==> config.mk <==
export PLATFORM = sky130hd
export DESIGN_NAME = rsa_exp_ctrl
export DESIGN_NICKNAME = d
export VERILOG_FILES = /design/src/rtl/rsa_pkg.sv /design/src/rtl/rsa_key_regs.sv /design/src/rtl/rsa_exp_ctrl.sv
export SDC_FILE = /design/constraint.sdc
export NUM_CORES = 1
export LEC_CHECK = 0
export BUFFER_PORTS_ARGS = -buffer_cell sky130_fd_sc_hd__buf_2
export CAP_MARGIN = 20
export CORE_UTILIZATION = 40
export CTS_BUF_LIST = sky130_fd_sc_hd__clkbuf_2
export CTS_CLUSTER_SIZE = 8
export DETAILED_ROUTE_END_ITERATION = 6
export PLACE_DENSITY_LB_ADDON = 0.15
export SLEW_MARGIN = 20
export SYNTH_ARGS = -nofsm -noshare
export SYNTH_HDL_FRONTEND = slang
export SYNTH_SLANG_ARGS = --single-unit
==> constraint.sdc <==
create_clock -name clk -period 3.99 [get_ports clk]
set_input_delay 0.9975 -clock clk [delete_from_list [all_inputs] [get_ports clk]]
set_output_delay 0.9975 -clock clk [all_outputs]
set_load 0.01 [all_outputs]
==> src/rtl/rsa_pkg.sv <==
// Shared definitions for the RSA exponentiation front end.
// Latency: n/a (constants and types only).
// Backpressure: n/a.
package rsa_pkg;

    localparam int RSA_WIDTH = 32;

    // Key register file word addresses
    localparam logic [1:0] MOD_LO = 2'd0;
    localparam logic [1:0] MOD_HI = 2'd1;
    localparam logic [1:0] EXP_LO = 2'd2;
    localparam logic [1:0] EXP_HI = 2'd3;

    // Controller FSM encoding
    typedef logic [2:0] state_t;
    localparam state_t ST_IDLE  = 3'd0;
    localparam state_t ST_RX_HI = 3'd1;
    localparam state_t ST_CHECK = 3'd2;
    localparam state_t ST_START = 3'd3;
    localparam state_t ST_WAIT  = 3'd4;
    localparam state_t ST_TX_LO = 3'd5;
    localparam state_t ST_TX_HI = 3'd6;

endpackage

==> src/rtl/rsa_key_regs.sv <==
// Modulus/exponent register file written one WIDTH-bit word at a time.
// Latency: a write is visible on modulus/exponent the cycle after wr_en.
// Backpressure: none; writes outside idle are dropped and flagged on sticky wr_drop.
// Ports: clk, reset (sync, active-low), idle (write gate), wr_en/wr_addr/wr_data,
//        modulus/exponent (2*WIDTH key values), wr_drop (sticky dropped-write flag).
module rsa_key_regs
    import rsa_pkg::*;
#(
    parameter int WIDTH = RSA_WIDTH
) (
    input  logic               clk,
    input  logic               reset,
    input  logic               idle,
    input  logic               wr_en,
    input  logic [1:0]         wr_addr,
    input  logic [WIDTH-1:0]   wr_data,
    output logic [2*WIDTH-1:0] modulus,
    output logic [2*WIDTH-1:0] exponent,
    output logic               wr_drop
);

    always_ff @(posedge clk) begin
        if (!reset) begin
            modulus  <= '0;
            exponent <= '0;
            wr_drop  <= 1'b0;
        end else if (wr_en) begin
            // The key must not change under a job in flight.
            if (idle) begin
                case (wr_addr)
                    MOD_LO:  modulus[WIDTH-1:0]        <= wr_data;
                    MOD_HI:  modulus[2*WIDTH-1:WIDTH]  <= wr_data;
                    EXP_LO:  exponent[WIDTH-1:0]       <= wr_data;
                    default: exponent[2*WIDTH-1:WIDTH] <= wr_data;
                endcase
            end else begin
                wr_drop <= 1'b1;
            end
        end
    end

endmodule

==> src/rtl/rsa_exp_ctrl.sv <==
// Front-end controller: takes 2-word message blocks, validates, runs the exp engine, returns 2 result words.
// Latency: hi word at N -> eng_start at N+2, first m_valid at N+4+L (L = exponent bit length); error blocks N+2.
// Backpressure: one block in flight; s_ready low from CHECK until IDLE, result words held until m_ready.
// Ports: clk, reset (sync, active-low), key write port (wr_*), message stream (s_*),
//        result stream (m_*, m_last on hi word, m_err), busy, wr_drop, engine port (eng_*).
module rsa_exp_ctrl
    import rsa_pkg::*;
#(
    parameter int WIDTH = RSA_WIDTH
) (
    input  logic               clk,
    input  logic               reset,
    input  logic               wr_en,
    input  logic [1:0]         wr_addr,
    input  logic [WIDTH-1:0]   wr_data,
    input  logic               s_valid,
    output logic               s_ready,
    input  logic [WIDTH-1:0]   s_data,
    output logic               m_valid,
    input  logic               m_ready,
    output logic [WIDTH-1:0]   m_data,
    output logic               m_last,
    output logic               m_err,
    output logic               busy,
    output logic               wr_drop,
    output logic [2*WIDTH-1:0] eng_base,
    output logic [2*WIDTH-1:0] eng_modulo,
    output logic [2*WIDTH-1:0] eng_exponent,
    output logic               eng_start,
    input  logic               eng_finish,
    input  logic [2*WIDTH-1:0] eng_result
);

    state_t               state;
    logic [2*WIDTH-1:0]   msg;
    logic [2*WIDTH-1:0]   result;
    logic                 err;
    logic [2*WIDTH-1:0]   modulus;
    logic [2*WIDTH-1:0]   exponent;
    logic                 s_acc;
    logic                 operands_ok;

    rsa_key_regs #(.WIDTH(WIDTH)) u_key_regs (
        .clk      (clk),
        .reset    (reset),
        .idle     (state == ST_IDLE),
        .wr_en    (wr_en),
        .wr_addr  (wr_addr),
        .wr_data  (wr_data),
        .modulus  (modulus),
        .exponent (exponent),
        .wr_drop  (wr_drop)
    );

    // Gated by reset so no word is taken (or advertised) while reset is held.
    assign s_ready = reset && ((state == ST_IDLE) || (state == ST_RX_HI));
    assign s_acc   = s_valid && s_ready;

    assign busy      = (state != ST_IDLE);
    assign eng_start = (state == ST_START);
    assign m_valid   = (state == ST_TX_LO) || (state == ST_TX_HI);
    assign m_last    = (state == ST_TX_HI);
    assign m_err     = m_valid && err;
    assign m_data    = (state == ST_TX_HI) ? result[2*WIDTH-1:WIDTH] : result[WIDTH-1:0];

    // The engine keeps only 2*WIDTH bits of every product, so operands must
    // stay below 2^WIDTH for the result to be exact; modulus 0/1 is meaningless.
    assign operands_ok = (modulus[2*WIDTH-1:WIDTH] == '0)
                      && (modulus[WIDTH-1:0] >= WIDTH'(2))
                      && (msg[2*WIDTH-1:WIDTH] == '0)
                      && (msg[WIDTH-1:0] < modulus[WIDTH-1:0]);

    always_ff @(posedge clk) begin
        if (!reset) begin
            state        <= ST_IDLE;
            msg          <= '0;
            result       <= '0;
            err          <= 1'b0;
            eng_base     <= '0;
            eng_modulo   <= '0;
            eng_exponent <= '0;
        end else begin
            case (state)
                ST_IDLE: begin
                    if (s_acc) begin
                        msg[WIDTH-1:0] <= s_data;
                        state          <= ST_RX_HI;
                    end
                end
                ST_RX_HI: begin
                    if (s_acc) begin
                        msg[2*WIDTH-1:WIDTH] <= s_data;
                        state                <= ST_CHECK;
                    end
                end
                ST_CHECK: begin
                    if (operands_ok) begin
                        // Loaded here so the buses are already valid during START.
                        eng_base     <= msg;
                        eng_modulo   <= modulus;
                        eng_exponent <= exponent;
                        err          <= 1'b0;
                        state        <= ST_START;
                    end else begin
                        result <= '0;
                        err    <= 1'b1;
                        state  <= ST_TX_LO;
                    end
                end
                ST_START: begin
                    // eng_finish is ignored here: it may still show the previous job.
                    state <= ST_WAIT;
                end
                ST_WAIT: begin
                    if (eng_finish) begin
                        result <= eng_result;
                        state  <= ST_TX_LO;
                    end
                end
                ST_TX_LO: begin
                    if (m_ready) begin
                        state <= ST_TX_HI;
                    end
                end
                ST_TX_HI: begin
                    if (m_ready) begin
                        state <= ST_IDLE;
                    end
                end
                default: state <= ST_IDLE;
            endcase
        end
    end

endmodule

==> impl_metrics.yaml <==
placement:
  port-buffer-count: 366
  post-place-ws_ps: 900.2
  dpl.cell_count: 2918
  gp_congestion: 0.8289
  post-dp-hpwl_um: 38830
detailed_routing:
  m1WireLength_um: 25400
  viasPerCell: 5.125
  drt_iter0_markers: 1182
  drt_wl_total_um: 57920
  postRouteAntennaNets: 0
  wl_per_cell_um: 18.13
  vias: 16370
  routed-wl-met3_um: 4288
  wl_met2_um: 26930
  dr.max_layer_used: "met5"
  drtPass1Iterations: 7
  drc: 0
synthesis:
  synthAdderAreaFrac_pct: 2.097
  synth_compound_area_share_pct: 13.91
  synth_fp_nets: 2260
  synth.mux.area_fraction_pct: 8.874
  postSynthCellCount: 2093
  yosysUniqueCellTypes: 45
  ys_seq_area_share_pct: 49.02
  yosysWarnings: 0
  synth-xor-area-share_pct: 0.04735
  synth_edf_count: 0
  yosys.area_share.simple_pct: 20.57
  async_reset_ff_share_pct: 0
  synth_flop_cell: "dfxtp_1"
  synth_area_per_cell_sq_um: 8.839
  ys_ff_latch: 453
  synth_top_family_by_area: "simple AND/OR/NAND/NOR gates"
  synth_area_sq_um: 18500
sta:
  rsz0062_at_grt: "false"
  setup_viol: 0
  period_minus_slack_ps: 3727
  finClkSkew_ps: 89.56
  tightest_slew_ps: 1071
  max_slew_margin_pct: 28.40
  setup_ws_ps: 263.0
  fin_crit_sh_pct: 93.41
  fmax_mhz: 268.3
  fin_setup_tns_ps: 0
  drv_slew: 0
  hold_viol: 0
cts:
  cts_tree: "done"
  cts_buffers: 117
  htreeDepth: 3
  cts_num_sinks: 453
  path_clk_slew_ps: 100
  post_cts_buffers: 0
  cts_root_buffer: "clkbuf_2"
  cts.path.max_buffers: 3
  insertion_delay_ps: 1120
floorplan:
  die_w_um: 217.1
  die_h_um: 217.1
  ioPinCount: 367
  die-area_sq_um: 47110
  start_util_pct: 40.68
  rows: 78
  coreArea_sq_um: 45480
critical_path:
  path_class: "reg2out"
  cp.required_ps: 2990
  worst-endpoint-arrival_ps: 2730
  cp-end-kind: "primary output"
  worst-path-max-fanout: 33
  startpoint_type: "flop"
power_and_ir_drop:
  leakagePower_nw: 9.165
  total_power_w: 0.01029
  irDropWorstVdd_v: 0.0002393
  p_per_area_nw_per_um2: 462.1
outcome:
  status: "finished, final reports clean"
global_routing:
  overflow: 0
  antenna_found_initial: 4
  grt_pass1_wl_um: 89890
  track_usage_pct: 24.30
  grt_pass1_vias: 15804
  grt_start_max_net_pins: 170
finish:
  drive_above_1_share_pct: 23.69
  multiInputGateArea_sq_um: 8461
  fin_cells: 3194
  fillerInstances: 4568
  areaGrowthSynthToFinish_pct: 20.39
  fin_util_pct: 48.97
  final_nets: 2669
  seq_area_sq_um: 9070
run:
  drv_cap: 0
worst_hold_path:
  hp-class: "in2reg"
## synthesized netlist by cell type (2+ instances only)
library cell,count,area [sq um]
a211o_1,2,17.52
a211oi_1,2,15.01
a21boi_0,134,1006
a21boi_1,60,450.4
a21oi_1,14,70.07
a32oi_1,64,560.5
and2_1,6,37.54
and3_1,66,412.9
buf_1,3,11.26
buf_12,11,220.2
buf_2,7,35.03
buf_4,2,15.01
buf_6,6,67.56
clkbuf_1,138,518.0
dfxtp_1,453,9069
ha_1,31,387.9
inv_1,35,131.4
mux2_2,32,360.4
mux2i_1,128,1281
nand2_1,656,2462
nand2b_1,5,31.28
nand3_1,69,345.3
nand4_1,18,112.6
nor2_1,8,30.03
nor2b_1,5,31.28
nor3_1,6,30.03
nor4_1,41,256.5
o21ai_0,7,35.03
o21ai_1,65,325.3
or3_1,4,25.02
## layout by cell type, fill, tap and decap left out, drive strengths merged, types with 2 or more instances in the layout
| cell type | Yosys | routed |
|---|---|---|
| nand2 | 656 | 656 |
| dfxtp | 453 | 453 |
| buf | 30 | 393 |
| a21boi | 194 | 194 |
| clkbuf | 138 | 163 |
| mux2i | 128 | 128 |
| o21ai | 72 | 72 |
| nand3 | 69 | 69 |
| and3 | 66 | 66 |
| dlygate4sd3 | 0 | 65 |
| a32oi | 64 | 64 |
| nor4 | 42 | 42 |
| clkinv | 0 | 41 |
| inv | 35 | 37 |
| mux2 | 32 | 32 |
| ha | 31 | 31 |
| nand4 | 18 | 18 |
| a21oi | 14 | 14 |
| nor2 | 8 | 8 |
| and2 | 6 | 6 |
| nor3 | 6 | 6 |
| nor2b | 5 | 5 |
| nand2b | 5 | 5 |
| or3 | 4 | 4 |
| diode | 0 | 2 |
| a211oi | 2 | 2 |
| a211o | 2 | 2 |
| bufinv | 0 | 2 |
## area by class of cell
cell class,count,area share [%]
diodes,2,0.02247
well taps,600,3.371
inverters,35,0.5899
clock buffers,163,3.663
flip-flops and latches,453,40.72
repair buffers,458,12.51
clock inverters,46,1.129
multi-input cells,1437,37.99
## worst max-delay path: stages (launching register included)
cell,delay [ps]
dfxtp_1,590
nor2b_1,230
nand2_1,80
buf_6,220
mux2_2,360
buf_2,160
## logic make-up after synthesis
group           after synthesis
compound gates              358
xor+xnor                      1
fa+ha+maj                    31
buf+inv                     203
flops                       453
mux                         160
simple gates                887
## power by group
part	switching, W	total (W)	internal (W)	leakage (nW)
Sequential	0.000260	0.00506	0.00480	3.66
Clock	0.00196	0.00321	0.00125	0.798
Combinational	0.00129	0.00202	0.000737	4.71
## per-layer routing
metal,vias up,track usage [%]
met2,536,39.31
met5,-,0
li1,8038,-
met4,4,8.897
met3,88,6.289
met1,7704,31.05
## per-stage QoR
step,hold WS (ps),instance area [sq um]
after floorplan,438.3,18500
after global placement,440.3,20540
after detailed placement,445.4,20540
after CTS,0.7683,22260
after global routing,63.02,22270
final,170.3,22270
## state kept, by name, summed over array words and instances, names as in the netlist
name / flops
eng_base: 64
eng_exponent: 64
eng_modulo: 64
msg: 64
result: 64
u_key_regs.exponent: 64
u_key_regs.modulus: 64
state: 3
err: 1
u_key_regs.wr_drop: 1
## final timing paths
kind              cells past startpoint  slack (ps)              startpoint            to
hold / removal                        3         170          eng_result[24]    result[24]
hold reg to reg                       2         430                 msg[25]  eng_base[25]
setup reg to reg                      9         830  u_key_regs.modulus[24]   eng_base[2]
setup / recovery                      5         260                state[2]     m_data[0]
## timing repair
| item | in CTS | in global routing |
|---|---|---|
| endpoints found under the hold margin | 65 | 0 |
| hold buffers | 65 | 0 |
| endpoints found under the setup margin | 1 | 4 |
| cloned | 0 | 0 |
| gates resized for setup | 1 | 1 |
Power figures use the tool's default switching activity.
